### src/rtl/fft_pkg.sv
// Shared types, twiddle table and index helpers for the streaming radix-2 FFT.
package fft_pkg;

  typedef enum logic [1:0] {
    LOAD    = 2'd0,
    COMPUTE = 2'd1,
    UNLOAD  = 2'd2
  } state_t;

  // The table is stored at 10-bit precision (1.0 == 256); wider TW_W shifts it up.
  localparam int TW_BASE_W = 10;
  localparam int TW_PTS    = 16;

  // cos(2*pi*i/16) * 256, rounded to nearest.
  localparam logic signed [TW_BASE_W-1:0] TW_COS [TW_PTS] = '{
    10'sd256,  10'sd237,  10'sd181,  10'sd98,
    10'sd0,   -10'sd98,  -10'sd181, -10'sd237,
   -10'sd256, -10'sd237, -10'sd181, -10'sd98,
    10'sd0,    10'sd98,   10'sd181,  10'sd237
  };

  // sin(2*pi*i/16) * 256; the twiddle is W = cos - j*sin.
  localparam logic signed [TW_BASE_W-1:0] TW_SIN [TW_PTS] = '{
    10'sd0,    10'sd98,   10'sd181,  10'sd237,
    10'sd256,  10'sd237,  10'sd181,  10'sd98,
    10'sd0,   -10'sd98,  -10'sd181, -10'sd237,
   -10'sd256, -10'sd237, -10'sd181, -10'sd98
  };

  // Reverse the low 'bits' bits of v (bits <= 4); upper result bits stay zero.
  function automatic logic [3:0] bitrev(input logic [3:0] v, input int bits);
    logic [3:0] r;
    r = '0;
    for (int i = 0; i < 4; i++) begin
      if (i < bits) r[2'(bits - 1 - i)] = v[2'(i)];
    end
    return r;
  endfunction

endpackage

### src/rtl/fft_bfly.sv
// Combinational complex radix-2 butterfly: t = W*b, a' = a+t, b' = a-t.
// Twiddles 1 and -j bypass the multiplier so they stay exact.
module fft_bfly
  import fft_pkg::*;
#(
  parameter int OUT_W = 10,
  parameter int TW_W  = 10
) (
  input  logic signed [OUT_W-1:0] a_re,
  input  logic signed [OUT_W-1:0] a_im,
  input  logic signed [OUT_W-1:0] b_re,
  input  logic signed [OUT_W-1:0] b_im,
  input  logic signed [TW_W-1:0]  w_re,
  input  logic signed [TW_W-1:0]  w_im,
  output logic signed [OUT_W-1:0] ap_re,
  output logic signed [OUT_W-1:0] ap_im,
  output logic signed [OUT_W-1:0] bp_re,
  output logic signed [OUT_W-1:0] bp_im
);

  // Two full products plus one bit for their sum never overflow.
  localparam int P_W = OUT_W + TW_W + 1;
  localparam logic signed [TW_W-1:0] ONE = TW_W'(1) <<< (TW_W - 2);
  localparam logic signed [P_W-1:0]  RND = P_W'(1) <<< (TW_W - 3);

  logic signed [P_W-1:0]   prod_re, prod_im;
  logic signed [OUT_W-1:0] t_re, t_im;

  // Twiddle product with round-half-up, then the add/subtract pair.
  always_comb begin
    // NOTE: every output of a combinational block gets a default first, so no
    // path through the if/else can leave a value held and infer a latch.
    prod_re = P_W'(b_re) * P_W'(w_re) - P_W'(b_im) * P_W'(w_im) + RND;
    prod_im = P_W'(b_re) * P_W'(w_im) + P_W'(b_im) * P_W'(w_re) + RND;
    t_re    = OUT_W'(prod_re >>> (TW_W - 2));
    t_im    = OUT_W'(prod_im >>> (TW_W - 2));
    if (w_re == ONE && w_im == '0) begin
      t_re = b_re;
      t_im = b_im;
    end else if (w_re == '0 && w_im == -ONE) begin
      // -j * (br + j*bi) = bi - j*br
      t_re = b_im;
      t_im = -b_re;
    end
    ap_re = a_re + t_re;
    ap_im = a_im + t_im;
    bp_re = a_re - t_re;
    bp_im = a_im - t_im;
  end

endmodule

### src/rtl/fft_stream_r2.sv
// Serial-in/serial-out radix-2 DIT FFT: samples are loaded in bit-reversed
// order, one shared butterfly transforms the buffer in place, then bins are
// read out one per readyin rising edge. TW_W must be at least 10.
module fft_stream_r2
  import fft_pkg::*;
#(
  parameter int NPT    = 4,
  parameter int DATA_W = 8,
  parameter int TW_W   = 10,
  localparam int LOG2N = $clog2(NPT),
  localparam int OUT_W = DATA_W + LOG2N
) (
  input  logic                    fastclock,
  input  logic                    rst,
  input  logic                    readyin,
  input  logic signed [DATA_W-1:0] x,
  output logic signed [OUT_W-1:0] y_re,
  output logic signed [OUT_W-1:0] y_im,
  output logic [LOG2N-1:0]        k,
  output logic                    validout,
  output logic                    busy,
  output logic                    err
);

  localparam int S_W = $clog2(LOG2N);
  localparam logic [LOG2N-1:0] N_LAST = LOG2N'(NPT - 1);
  localparam logic [LOG2N-1:0] J_LAST = LOG2N'(NPT / 2 - 1);
  localparam logic [S_W-1:0]   S_LAST = S_W'(LOG2N - 1);

  state_t                  state;
  logic                    readyin_q;
  logic                    rise;
  logic [LOG2N-1:0]        n, j;
  logic [S_W-1:0]          s;
  logic signed [OUT_W-1:0] mem_re [NPT];
  logic signed [OUT_W-1:0] mem_im [NPT];

  logic [LOG2N-1:0]        wr_idx, half_mask, pos, a_idx, b_idx;
  logic [3:0]              tw_idx;
  logic signed [TW_W-1:0]  w_re, w_im;
  logic signed [OUT_W-1:0] ap_re, ap_im, bp_re, bp_im;

  assign rise = readyin & ~readyin_q;

  // Butterfly addressing for stage s, butterfly j, plus the load address.
  always_comb begin
    wr_idx    = LOG2N'(bitrev(4'(n), LOG2N));
    half_mask = (LOG2N'(1) << s) - LOG2N'(1);
    pos       = j & half_mask;
    a_idx     = (((j >> s) << s) << 1) | pos;
    b_idx     = a_idx | (LOG2N'(1) << s);
    // pos * NPT/2^(s+1) in NPT terms is pos * 8/2^s in 16-point table terms.
    tw_idx    = 4'((8'(pos) << 3) >> s);
    w_re      = TW_W'(TW_COS[tw_idx]) <<< (TW_W - TW_BASE_W);
    w_im      = -(TW_W'(TW_SIN[tw_idx]) <<< (TW_W - TW_BASE_W));
  end

  fft_bfly #(
    .OUT_W (OUT_W),
    .TW_W  (TW_W)
  ) u_bfly (
    .a_re  (mem_re[a_idx]),
    .a_im  (mem_im[a_idx]),
    .b_re  (mem_re[b_idx]),
    .b_im  (mem_im[b_idx]),
    .w_re  (w_re),
    .w_im  (w_im),
    .ap_re (ap_re),
    .ap_im (ap_im),
    .bp_re (bp_re),
    .bp_im (bp_im)
  );

  // Control FSM, counters, sample buffer and registered outputs.
  always_ff @(posedge fastclock or posedge rst) begin
    if (rst) begin
      state     <= LOAD;
      readyin_q <= 1'b1;   // readyin held high through reset is not an edge
      n         <= '0;
      j         <= '0;
      s         <= '0;
      k         <= '0;
      y_re      <= '0;
      y_im      <= '0;
      validout  <= 1'b0;
      busy      <= 1'b0;
      err       <= 1'b0;
      // NOTE: the buffer is a register array that must read zero after reset,
      // so it is reset here; that rules out mapping it onto a RAM macro.
      mem_re    <= '{default: '0};
      mem_im    <= '{default: '0};
    end else begin
      // NOTE: non-blocking assignments throughout, so every read in this
      // block sees the pre-edge value regardless of statement order.
      readyin_q <= readyin;
      validout  <= 1'b0;
      unique case (state)
        LOAD: begin
          if (rise) begin
            mem_re[wr_idx] <= OUT_W'(x);
            mem_im[wr_idx] <= '0;
            if (n == N_LAST) begin
              n     <= '0;
              state <= COMPUTE;
              busy  <= 1'b1;
            end else begin
              n <= n + LOG2N'(1);
            end
          end
        end
        COMPUTE: begin
          if (rise) err <= 1'b1;
          mem_re[a_idx] <= ap_re;
          mem_im[a_idx] <= ap_im;
          mem_re[b_idx] <= bp_re;
          mem_im[b_idx] <= bp_im;
          if (j == J_LAST) begin
            j <= '0;
            if (s == S_LAST) begin
              // The final butterfly touches NPT/2-1 and NPT-1, never bin 0,
              // so mem[0] already holds its final value here.
              s        <= '0;
              state    <= UNLOAD;
              busy     <= 1'b0;
              k        <= '0;
              y_re     <= mem_re[0];
              y_im     <= mem_im[0];
              validout <= 1'b1;
            end else begin
              s <= s + S_W'(1);
            end
          end else begin
            j <= j + LOG2N'(1);
          end
        end
        UNLOAD: begin
          if (rise) begin
            if (k == N_LAST) begin
              state <= LOAD;
            end else begin
              k        <= k + LOG2N'(1);
              y_re     <= mem_re[k + LOG2N'(1)];
              y_im     <= mem_im[k + LOG2N'(1)];
              validout <= 1'b1;
            end
          end
        end
        default: state <= LOAD;
      endcase
    end
  end

endmodule

### config.mk
export PLATFORM = sky130hd
export DESIGN_NAME = fft_stream_r2
export DESIGN_NICKNAME = d
export VERILOG_FILES = /design/src/rtl/fft_pkg.sv /design/src/rtl/fft_bfly.sv /design/src/rtl/fft_stream_r2.sv
export SDC_FILE = /design/constraint.sdc
export NUM_CORES = 1
export LEC_CHECK = 0
export BUFFER_PORTS_ARGS = -buffer_cell sky130_fd_sc_hd__buf_2
export CAP_MARGIN = 20
export CORE_MARGIN = 3
export CORE_UTILIZATION = 50
export DETAILED_ROUTE_END_ITERATION = 16
export PLACE_DENSITY = 0.67
export SYNTH_ARGS = -nofsm -noshare
export SYNTH_HDL_FRONTEND = slang
export SYNTH_SLANG_ARGS = --single-unit
### constraint.sdc
create_clock -name fastclock -period 5.7 [get_ports fastclock]
set_input_delay 1.14 -clock fastclock [delete_from_list [all_inputs] [get_ports fastclock]]
set_output_delay 1.14 -clock fastclock [all_outputs]
set_load 0.01 [all_outputs]
==> flow_summary.toml <==
[sta]
rsz0062_at_grt = "false"
maxSlewViolCount = 0
setup_viol = 0
worst_pin_slew_ns = 1.120
period_minus_slack_ns = 4.364
fin_crit_sh_pct = 76.55
setup_tns_ns = 0
hold_violations = 0
skew_ns = 0.007576
max_slew_margin_pct = 25.25
clock.fmax_ghz = 0.2292
holdWs_ns = 0.4520

[finish]
fin_util_pct = 58.23
final_area_sq_um = 9384
drive_gt1_share_pct = 11.01
fill_cells = 1504
area_growth_pct = 11.97
nNetsFinal = 1100
final_common_cell = "nor2_1"
final_cell_mix = "nor2_1, nand2_1, dfrtp_1"
diodes = 0

[placed_design]
port_buffers = 35
place_area_sq_um = 8683
dpl.hpwl_um = 19040
gp_congestion = 0.9293

[worst_hold_path]
hold_class = "reg -> reg"

[logic_synthesis]
synth-seq-cells = 113
ys.flop_type = "dfrtp_1"
ys_types = 64
synth_top_area_share_pct = 33.44
syn_inst = 1037
synth_warnings = 0
synth_edf_count = 0
yosysTopAreaCell = "dfrtp_1"
synth_nets = 1096
synth_area_sq_um = 8381
syn_area_per_cell_sq_um = 8.082
ys_seq_area_share_pct = 33.76
async_flop_share_pct = 100.0
synthTopCellsByArea = "dfrtp_1, ha_1, nor2_1, nand2_1, a21oi_1"

[route]
vias = 8023
drt_iter0_drc = 1228
drc_errors = 0
drt-total-wl_um = 28130
vias_per_cell = 6.317
wl_per_cell_um = 22.15
detail_route.first_pass.iterations = 5
ant_nets = 0

[floorplanning]
dieArea_sq_um = 18350
initial_utilization_pct = 52.00
die_x_um = 135.5
num_rows = 46
coreArea_sq_um = 16120
die_y_um = 135.5
pin_count = 36

[clock_tree]
cts_setup_buffers = 0
cts-resized-gates = 0
clock-sinks = 113
clk_latency_ns = 0.43
cts_buffers = 17
clk_pin_slew_ns = 0.06
cts_tree = "yes"
clock-root-buffer = "clkbuf_16"
h-tree-depth = 4
cts.hold.buffers_added = 0
clk_path_buf_depth = 2

[flow_run]
drv_cap = 0

[setup_path]
r2r_end = "mem_im[18]"
crit_type = "reg -> reg"
cp_data_required_time_ns = 6.01
rrSetupSlack_ns = 1.34
crit_fanout = 33
startpoint_type = "flip-flop"
endpoint_kind = "flip-flop"
endpoint = "mem_im[18]"
cp-startpoint = "s"
cp.arrival_ns = 4.67
ff2ff_path_depth = 15
r2r_start = "s"

[global_routing]
antenna_found_initial = 0
grt_start_max_net_pins = 71
grt_pass1_wl_um = 43680
grt_pass1_vias = 7551
overflow = 0
track_usage_pct = 31.25

[run_status]
status = "complete, no violations"
==> sequential cells by signal (all words and copies together) (netlist names), 2 cells and up <==
| name | count |
|---|---|
| n | 2 |
| k | 2 |
| mem_im | 40 |
| j | 2 |
| y_re | 10 |
| state | 2 |
| mem_re | 40 |
| y_im | 10 |
==> through the flow <==
step,setup slack [ns],cells
final,1.336,1270
after global routing,1.009,1270
after CTS,1.399,1270
after floorplan,1.574,1037
after detailed placement,1.449,1238
after global placement,1.550,1238
==> cell usage after synthesis, types with 4 or more instances <==
cell      instances
a22oi_1          15
a211oi_1          4
nor2b_1          10
nor2_1          134
o22ai_1          39
o21ai_1          12
a22o_1           16
o211ai_1          5
o21bai_1         10
and3_1           10
ha_1             44
inv_1            49
mux2i_1          39
nand2_1         124
o21ai_0          60
clkbuf_1         57
buf_1             5
and2_1            7
a221o_1           4
or2_2             8
or3_1            19
nand3b_1          4
nand2b_1         12
xor2_1           11
dfrtp_1         112
a31oi_1          23
a21oi_1          89
a21o_1            8
xnor2_1          33
fa_1              4
a221oi_1          9
nor3_1            6
mux2_2            8
==> cell families (layout without fill, tap and decap cells) <==
family	Yosys count	count (layout)	share of synthesized area, %
simple gates	349	349	18.69
compound gates	312	312	22.96
buf+inv	117	134	5.524
flops	113	113	33.76
mux	54	54	6.942
fa+ha+maj	48	48	7.525
xor+xnor	44	44	4.598
==> worst max-delay path, cell delays in order, from the launching register on <==
cell and delay [ns]:
dfrtp_2 0.43, buf_4 0.47, mux2_2 0.40, mux2i_2 0.28
and3_1 0.26, nor3_1 0.07, or2_2 0.32, ha_1 0.43
o21bai_1 0.11, a21oi_1 0.24, o21bai_1 0.09, a21oi_1 0.26
o21bai_1 0.10, a21oi_1 0.38, o221ai_1 0.18, a22o_1 0.22
==> worst min-delay path by stage <==
stage                     cells past startpoint    endpoint       start
after detailed placement                      1         err         err
after CTS                                     1         err         err
after floorplan                               2  mem_re[31]  mem_re[31]
after global routing                          1         err         err
final                                         1         err         err
after global placement                        1         err         err
==> routing by layer <==
| layer | part of all wire (%) | GRT usage [%] | vias up |
|---|---|---|---|
| met5 | 0 | 0 | - |
| met4 | 3.3 | 11.76 | 0 |
| met3 | 10 | 8.061 | 77 |
| met2 | 44 | 46.71 | 490 |
| met1 | 43 | 43.74 | 3782 |
| li1 | - | - | 3674 |
==> final cells by class <==
cell class / count / area (sq um) / share of cell area [%]
Clock buffer: 21 / 470.5 / 5.013
Clock inverter: 11 / 230.2 / 2.453
Inverter: 51 / 193.9 / 2.067
Multi-Input combinational cell: 807 / 5092 / 54.27
Sequential cell: 113 / 2831 / 30.17
Tap cell: 216 / 270.3 / 2.880
Timing Repair Buffer: 51 / 295.3 / 3.147
Power is left out: the tool's default activity adds up to more than one toggle a clock period on the data nets, which glitch-free logic cannot reach.
